==> config.mk <==
export PLATFORM = sky130hd
export DESIGN_NAME = tdm_demux
export DESIGN_NICKNAME = d
export VERILOG_FILES = /design/src/rtl/tdm_demux.sv
export SDC_FILE = /design/constraint.sdc
export NUM_CORES = 1
export LEC_CHECK = 0
export CAP_MARGIN = 40
export CELL_PAD_IN_SITES_DETAIL_PLACEMENT = 1
export CELL_PAD_IN_SITES_GLOBAL_PLACEMENT = 2
export CORE_MARGIN = 3
export CORE_UTILIZATION = 27
export CTS_CLUSTER_SIZE = 40
export DETAILED_ROUTE_END_ITERATION = 8
export PLACE_DENSITY_LB_ADDON = 0.1
export SKIP_LAST_GASP = 1
export SYNTH_ARGS = -nofsm -noshare
export SYNTH_HDL_FRONTEND = slang
export SYNTH_SLANG_ARGS = --single-unit
==> constraint.sdc <==
create_clock -name clk -period 1.48 [get_ports clk]
set_input_delay 0.296 -clock clk [delete_from_list [all_inputs] [get_ports clk]]
set_output_delay 0.296 -clock clk [all_outputs]
set_load 0.1 [all_outputs]
==> src/rtl/tdm_demux.sv <==
// Receive-side TDM demultiplexer: routes one DW-bit word per slot into N_CH registered lanes.
// Optional TDM_DEMUX_DBL_BUF_EN buffers a frame in a shadow register and publishes it atomically.
module tdm_demux #(
   parameter int DW   = 8,
   parameter int N_CH = 4
) (
   input  logic                 clk,
   input  logic                 rst_n,
   input  logic [DW-1:0]        din,
   input  logic                 din_valid,
   input  logic                 sync,
   output logic [N_CH*DW-1:0]   dout,
   output logic                 frame_valid,
   output logic                 frame_err,
   output logic [$clog2(N_CH)-1:0] cur_slot
);

   localparam int CW = $clog2(N_CH);
   // Wrap is by compare, so non-power-of-two N_CH never relies on counter overflow.
   localparam logic [CW-1:0] LAST = CW'(N_CH - 1);
   localparam logic [CW-1:0] ONE  = CW'(1);

   typedef enum logic {HUNT, RECV} state_t;

   state_t              state_p1, state_d;
   logic [CW-1:0]       cnt_p1, cnt_d;
   logic                cap_en;
   logic [CW-1:0]       cap_idx;
   logic                vld_d, err_d;
   logic                vld_p1, err_p1;
   logic [N_CH*DW-1:0]  lanes_base, lanes_merged;
   logic [N_CH*DW-1:0]  dout_p1, dout_d;
`ifdef TDM_DEMUX_DBL_BUF_EN
   logic [N_CH*DW-1:0]  shadow_p1;
`endif

   always_ff @(posedge clk or negedge rst_n) begin
      if (!rst_n) state_p1 <= HUNT;
      else        state_p1 <= state_d;
   end

   always_comb begin
      state_d = state_p1;
      if (din_valid) begin
         case (state_p1)
            HUNT: if (sync) state_d = RECV;
            RECV: if (!sync && cnt_p1 == LAST) state_d = HUNT;
            default: state_d = HUNT;
         endcase
      end
   end

   // An early sync in RECV restarts the frame at slot 0 rather than dropping the word.
   always_comb begin
      cap_en  = 1'b0;
      cap_idx = '0;
      cnt_d   = cnt_p1;
      vld_d   = 1'b0;
      err_d   = 1'b0;
      if (din_valid) begin
         case (state_p1)
            HUNT: begin
               if (sync) begin
                  cap_en = 1'b1;
                  cnt_d  = ONE;
               end
            end
            RECV: begin
               cap_en = 1'b1;
               if (sync) begin
                  err_d = 1'b1;
                  cnt_d = ONE;
               end else begin
                  cap_idx = cnt_p1;
                  if (cnt_p1 == LAST) begin
                     vld_d = 1'b1;
                     cnt_d = '0;
                  end else begin
                     cnt_d = cnt_p1 + ONE;
                  end
               end
            end
            default: ;
         endcase
      end
   end

`ifdef TDM_DEMUX_DBL_BUF_EN
   assign lanes_base = shadow_p1;
`else
   assign lanes_base = dout_p1;
`endif

   always_comb begin
      lanes_merged = lanes_base;
      for (int k = 0; k < N_CH; k++) begin
         if (cap_en && cap_idx == CW'(k)) lanes_merged[k*DW +: DW] = din;
      end
   end

`ifdef TDM_DEMUX_DBL_BUF_EN
   // The last word bypasses the shadow so the full frame lands in dout on the frame_valid edge.
   assign dout_d = vld_d ? lanes_merged : dout_p1;
`else
   assign dout_d = lanes_merged;
`endif

   // ---- stage p1: registered lanes, counter and event pulses ----
   always_ff @(posedge clk or negedge rst_n) begin
      if (!rst_n) begin
         cnt_p1    <= '0;
         vld_p1    <= 1'b0;
         err_p1    <= 1'b0;
         dout_p1   <= '0;
`ifdef TDM_DEMUX_DBL_BUF_EN
         shadow_p1 <= '0;
`endif
      end else begin
         cnt_p1    <= cnt_d;
         vld_p1    <= vld_d;
         err_p1    <= err_d;
         dout_p1   <= dout_d;
`ifdef TDM_DEMUX_DBL_BUF_EN
         shadow_p1 <= lanes_merged;
`endif
      end
   end

   assign dout        = dout_p1;
   assign frame_valid = vld_p1;
   assign frame_err   = err_p1;
   assign cur_slot    = cnt_p1;

endmodule

Yosys cells after proc, flatten, opt, wreduce, memory -nomap -nowiden:

Cells that the tools add are included.

* input port bits: 12
* output and inout bits: 36
* logic and storage cells: 41
* register bits after elaboration: 37

* add/subtract/negate cells: 1
* muxes and demuxes: 18
* reductions and logical operators: 8
* equal/unequal tests: 5
* bitwise operators: 1

Operators by type and width (number)
* $mux 2: 6
* $mux 1: 9
* $eq 2x2->1 const B: 3
* $logic_and 1x1->1: 5
* $pmux 1 s2: 2
* $pmux 2 s2: 1
* $add 2x1->2 const B: 1
* $eq 2x1->1 const B: 1
* $logic_not 2->1: 1
* $ne 2x2->1 const B: 1
* $reduce_and 2->1: 1
* $logic_not 1->1: 1
* $not 1->1: 1

Logic depth before layout (Yosys ltp):

Gate-level depths: netlist (run 1).

* depth in word-level cells: 5
* depth in mapped cells: 5
* mapped depth without buffers: 4

Worst setup path before layout (run 1):

Ideal clock, no wire load.

* path kind: register to register
* start point: register cnt_p1[1] (netlist: cur_slot[1])
* end point: register dout_p1[16] (netlist: dout[16])
* data arrival time: 1930 ps
* cell stages (with the launch flop): 4
* path buffers: 0
* required time: 1355 ps
* library setup time: 125 ps
* period minus slack after synthesis: 2056 ps
* path slack: -576 ps
* path through: dfrtp_1 -> inv_1 -> nor3b_4 -> mux2_2

* word-level cells in the longest chain between the ends: 5

RTL lines
* start: declaration: RTL line 26 `logic [CW-1:0] cnt_p1, cnt_d;`
* start signal: assignment: RTL line 119 `cnt_p1 <= cnt_d;`
* $mux 2: RTL line 70 `if (sync) begin`
* $mux 2: RTL line 61 `case (state_p1)`
* $mux 2: RTL line 60 `if (din_valid) begin`
* $eq 2x2->1: RTL line 97 `if (cap_en && cap_idx == CW'(k)) lanes_merged[k*DW +: DW] = din;`
* $logic_and 1x1->1: RTL line 97
* end signal: assignment: RTL line 122 `dout_p1 <= dout_d;`
* end: declaration: RTL line 32 `logic [N_CH*DW-1:0] dout_p1, dout_d;`

No other way between the ends.
A chain may end at the register's enable or synchronous reset.

Worst setup path after layout (run 1):

* start point: register cnt_p1[0] (netlist: cur_slot[0])
* end point: register dout_p1[26] (netlist: dout[26])

Same word-level chain as after synthesis.

==> flow_summary.ini, run 1 <==
[detailed_routing]
drc = 0
routed_via_density = 4.41
vias = 983
routed_wirelength_um = 3590
ant_nets = 0
wl_per_cell_um = 16.1
drt-pass1-iter-count = 2
initialDrtViolationCount = 42

[synth]
synth_top_area_cell = dfrtp_1
seq_area_frac_synth_pct = 64.4
synth_seq_cells = 37
synth.distinct_cells = 18
yosys_warnings = 0
postSynthCellCount = 91
synth_area_per_cell_um2 = 15.8
syn_nets = 104
yosysTopAreaCellShare_pct = 64.4
yosys-top-cells-area = dfrtp_1 (64%), mux2_2 (25%), nor3b_4 (1.3%), nand2_1 (1.0%), nor3b_1 (1.0%)
mappedNetlistArea_mm2 = 0.00144

[clocking]
cts_buffer_depth = 2
clock_sinks = 37
clkTransAtPathRegs_ns = 0.07
cts.htree.levels = 2
cts_tree = yes
post_cts_buffers = 0
cts_buffers = 5
ctsRootBufferMaster = clkbuf_8
clk_latency_ns = 0.29

[place]
dpl_worst_slack_ns = -0.370
portBuffers = 47
gp_congestion = 0.757
dp_cells = 214
dpl.hpwl_um = 2810

[grt]
grt-ovfl-total = 0
antenna_found_initial = 0
grt_max_degree = 20
grt_usage_pct = 12.4
grt_pass1_wl_um = 5760
grt_pass1_vias = 1143

[timing]
hold_viol_final = 0
period_share_pct = 96.2
skew_ns = 0.00387
finalMaxSlewViolations = 0
worst_slack_ns = 0.0569
min_period_ns = 1.42
finalSetupViolCount = 0
max_slew_margin_pct = 66.9
worstMarginPinSlew_ns = 0.497
setup_tns_ns = 0
whs_ns = 0.448
max_freq_mhz = 703
rsz0062_at_grt = no

[critical_path]
crit_path_end_kind = flop
r2r_setup_slack_ns = 0.06
start_kind = flop
rr_worst_depth = 4
worstPathArrival_ns = 1.59
crit_fanout = 6
r2r-end = dout[26]
worstReg2RegStart = cur_slot[0]
worst-setup-path-type = reg2reg
required_ns = 1.65

[floorplanning]
io_pins = 48
std_cell_rows = 25
coreArea_mm2 = 0.00494
die_w_um = 79.0
dieArea_mm2 = 0.00624
dieHeight_um = 79.0
initial_core_util_pct = 29.1

[hold_path]
hold_path_end = cur_slot[1]
min_path_cells = 3
hp-class = in2reg
hold_start = sync

[final_layout]
nNetsFinal = 168
mostFrequentLayoutCell = buf_12
drive_gt1_share_pct = 60.3
area_growth_pct = 78.7
final_cell_mix = buf_12 (39), dfrtp_1 (35), mux2_2 (30), clkdlybuf4s50_1 (8), buf_4 (8)
n_antenna_cell = 0
final_cells = 223

[run_status]
status = finished, final reports clean

[run]
max-cap-violations = 0
==> cells by family after synthesis <==
family	Yosys count	synth area share, %
AO/OA/AOI/OAI	5	2.52
AND/OR/NAND/NOR	13	6.01
buffers and inverters	3	1.13
flip-flops	37	64.4
multiplexers	32	25.1
adder cells (fa/ha/maj)	1	0.870
==> registers in the layout (all words and copies together) (netlist names) <==
signal and cells:
state_p1 1, cur_slot 2, frame_valid 1, dout 32
frame_err 1
==> critical path, cell delays in order (launching register included) <==
cell and delay, ns:
dfrtp_4 0.50, buf_4 0.18, nand3_1 0.12, buf_4 0.17, mux2_2 0.34
==> layer usage <==
metal  up-vias  track usage (%)  part of all wire [%]
met2        32             20.9                    51
met5         -                0                     0
met1       493             14.5                    43
li1        454                -                     -
met4         0             6.19                   1.0
met3         4             3.40                   5.3
==> stage by stage <==
stage	area, um2	utilization, %
6_report	2570	52.0
5_1_grt	2570	52.0
4_1_cts	2560	51.9
3_5_place_dp	2460	49.9
3_3_place_gp	2460	49.9
2_1_floorplan	1450	-
==> cell usage after synthesis (all sizes together) <==
master	number
dfrtp	37
mux2	32
nand2	4
nor3b	3
and3	2
buf	2
nand3	2
o21ai	2
a22o	1
and2	1
and3b	1
ha	1
inv	1
o21a	1
o22ai	1
==> worst max path at each step <==
stage           startpoint       end  slack [ns]
5_1_grt        cur_slot[0]  dout[26]       0.004
3_5_place_dp     din_valid  dout[20]       -0.37
6_report       cur_slot[0]  dout[26]        0.06
4_1_cts        cur_slot[0]  dout[26]        0.03
2_1_floorplan  cur_slot[1]  dout[16]       -0.05
3_3_place_gp     din_valid  dout[17]       -0.32
==> layout make-up <==
cell class                      instances  area, um2
Inverter                                1       6.26
Sequential cell                        37        933
Multi-Input combinational cell         51        509
Tap cell                               67       83.8
Timing Repair Buffer                   59        953
Fill cell                             508       2370
Clock inverter                          2       10.0
Clock buffer                            6       72.6
==> repair_timing <==
| action | in CTS | in global routing |
|---|---|---|
| pin swaps | 1 | 0 |
| gates resized for setup | 5 | 1 |
| hold endpoints to repair | 18 | 0 |
| hold buffers | 1 | 0 |
| endpoints found under the setup margin | 16 | 8 |
Power of run 1 is not shown: default switching activity piles up to over one toggle a cycle in this logic, so the estimate is an artifact.
==> run 2, diff against run 1 <==
--- a/constraint.sdc
+++ b/constraint.sdc
@@ -3,2 +3,2 @@
 set_output_delay 0.296 -clock clk [all_outputs]
-set_load 0.1 [all_outputs]
+set_load 0.01 [all_outputs]
==> run 2 against run 1 <==
  * Flip-flop and latch count did not move
  * Wire length rose by 1.4%
  * Critical path depth did not move
  * Register-to-register slack got worse by 0.03 ns
  * Clock skew rose by 0.0023 ns
  * Sequential share of layout area rose by 5.4 points
  * Non-clock buffer count rose by 4
  * Clock-buffer cell count did not move
  * First-iteration DRC count rose by 9.5%
  * Global-route usage barely moved
  * Critical path type unchanged
==> flow_summary.ini, run 2 (same netlist as run 1, synthesis figures left out) <==
[grt]
gr-usage-met2_pct = 21.0
antenna_found_initial = 0
grt_pass1_vias = 1137
grt_use_met3_pct = 4.20
grt_pass1_wl_um = 5900
grt-busiest-layer = met2
grt-ovfl-total = 0
use_met1_pct = 14.9
grt_usage_pct = 12.4
grt_max_degree = 22

[timing]
finalSetupViolCount = 0
finalMaxSlewViolations = 0
hold_viol_final = 0
skew_ns = 0.00616
min_period_ns = 1.46
worst_slack_ns = 0.0241
max_freq_mhz = 687
rsz0062_at_grt = yes
worstMarginPinSlew_ns = 0.428
period_share_pct = 98.4
whs_ns = 0.475
max_slew_margin_pct = 71.5

[critical_path]
crit_fanout = 6
crit_path_end_kind = flop
start_kind = flop
required_ns = 1.65
worstPathArrival_ns = 1.62
worst-setup-path-type = reg2reg

[floorplanning]
dieArea_mm2 = 0.00624
coreArea_mm2 = 0.00494
io_pins = 48
die_w_um = 79.0
std_cell_rows = 25
initial_core_util_pct = 29.1
dieHeight_um = 79.0

[place]
gp_congestion = 0.728
portBuffers = 47
dpl.hpwl_um = 2740
dpl_worst_slack_ns = -0.412

[clocking]
clock_sinks = 37
ctsRootBufferMaster = clkbuf_8
cts_buffers = 5
cts_tree = yes
cts.htree.levels = 2
clkTransAtPathRegs_ns = 0.07
cts_buffer_depth = 2
clk_latency_ns = 0.28

[detailed_routing]
drt-pass1-iter-count = 3
initialDrtViolationCount = 46
vias = 1021
drc = 0
ant_nets = 0
wl_per_cell_um = 16.1
routed_wirelength_um = 3640
routed_via_density = 4.50

[pwr]
ir_worst_vdd_uv = 627
p_leak_uw = 0.00113
p_per_area_mw_per_mm2 = 1820

[run]
max-cap-violations = 0

[final_layout]
largest_reg_flops = 32
drive_gt1_share_pct = 38.8
mostFrequentLayoutCell = dfrtp_1
nNetsFinal = 172
n_antenna_cell = 0
area_growth_pct = 54.7
final_cell_mix = dfrtp_1 (35), mux2_2 (28), dlygate4sd2_1 (27), buf_4 (11), dlymetal6s2s_1 (10)

[run_status]
status = finished, final reports clean

[hold_path]
hp-class = in2async
==> run 2: path summary, 6_finish.rpt <==
check                         start          end  slack, ns  depth (start not counted)
max in group asynchronous     rst_n     state_p1       0.52                          3
max reg2reg                state_p1     dout[18]       0.02                          4
min reg2reg                dout[30]     dout[30]       0.50                          1
max                        state_p1     dout[18]       0.02                          4
min in group clk               sync  cur_slot[1]       0.48                          3
min                           rst_n      dout[9]       0.48                          2
==> run 2: report_power, final <==
| part | internal (uW) | switching, uW |
|---|---|---|
| logic | 1000 | 708 |
| registers | 1440 | 236 |
| clock network | 326 | 339 |
==> run 2: per-stage QoR <==
stage | power, uW | cells | TNS [ns] | util (%) | cell area (um2)
floorplan | 2440 | 91 | 0 | - | 1440
global placement | 3510 | 214 | -8.48 | 41.9 | 2070
detailed placement | 3580 | 214 | -10.08 | 41.9 | 2070
CTS | 4110 | 226 | -0.0142 | 43.9 | 2170
global route | 4340 | 227 | -0.221 | 45.0 | 2220
finish | 4050 | 227 | 0 | 45.0 | 2220
==> run 2: area by class of cell <==
cell class,instances,area [um2]
clock inverter,2,10.0
sequential,37,928
timing repair buffer,63,603
clock buffer,6,72.6
fill,540,2720
tap,67,83.8
inverter,1,3.75
multi-input combinational,51,522
==> run 2: worst max-delay path: stages, from the launching register on <==
cell and delay, ns:
dfrtp_2 0.41, and3b_2 0.23, nor3b_4 0.23, buf_6 0.15, mux2_2 0.32
==> run 2: metal layers <==
layer,wire (um),vias up
met2,1860,34
li1,-,460
met5,0,-
met3,229,4
met4,40,0
met1,1510,523
==> run 2: repair_timing <==
item | 4_1_cts | 5_1_grt
hold buffers | 1 | 0
setup endpoints to repair | 42 | 33
gates resized for setup | 34 | 15
endpoints found under the hold margin | 16 | 0
setup buffers | 3 | 1
pin swaps | 1 | 0
gates cloned | 0 | 0
Note: power is estimated with default switching activity, not from simulation.
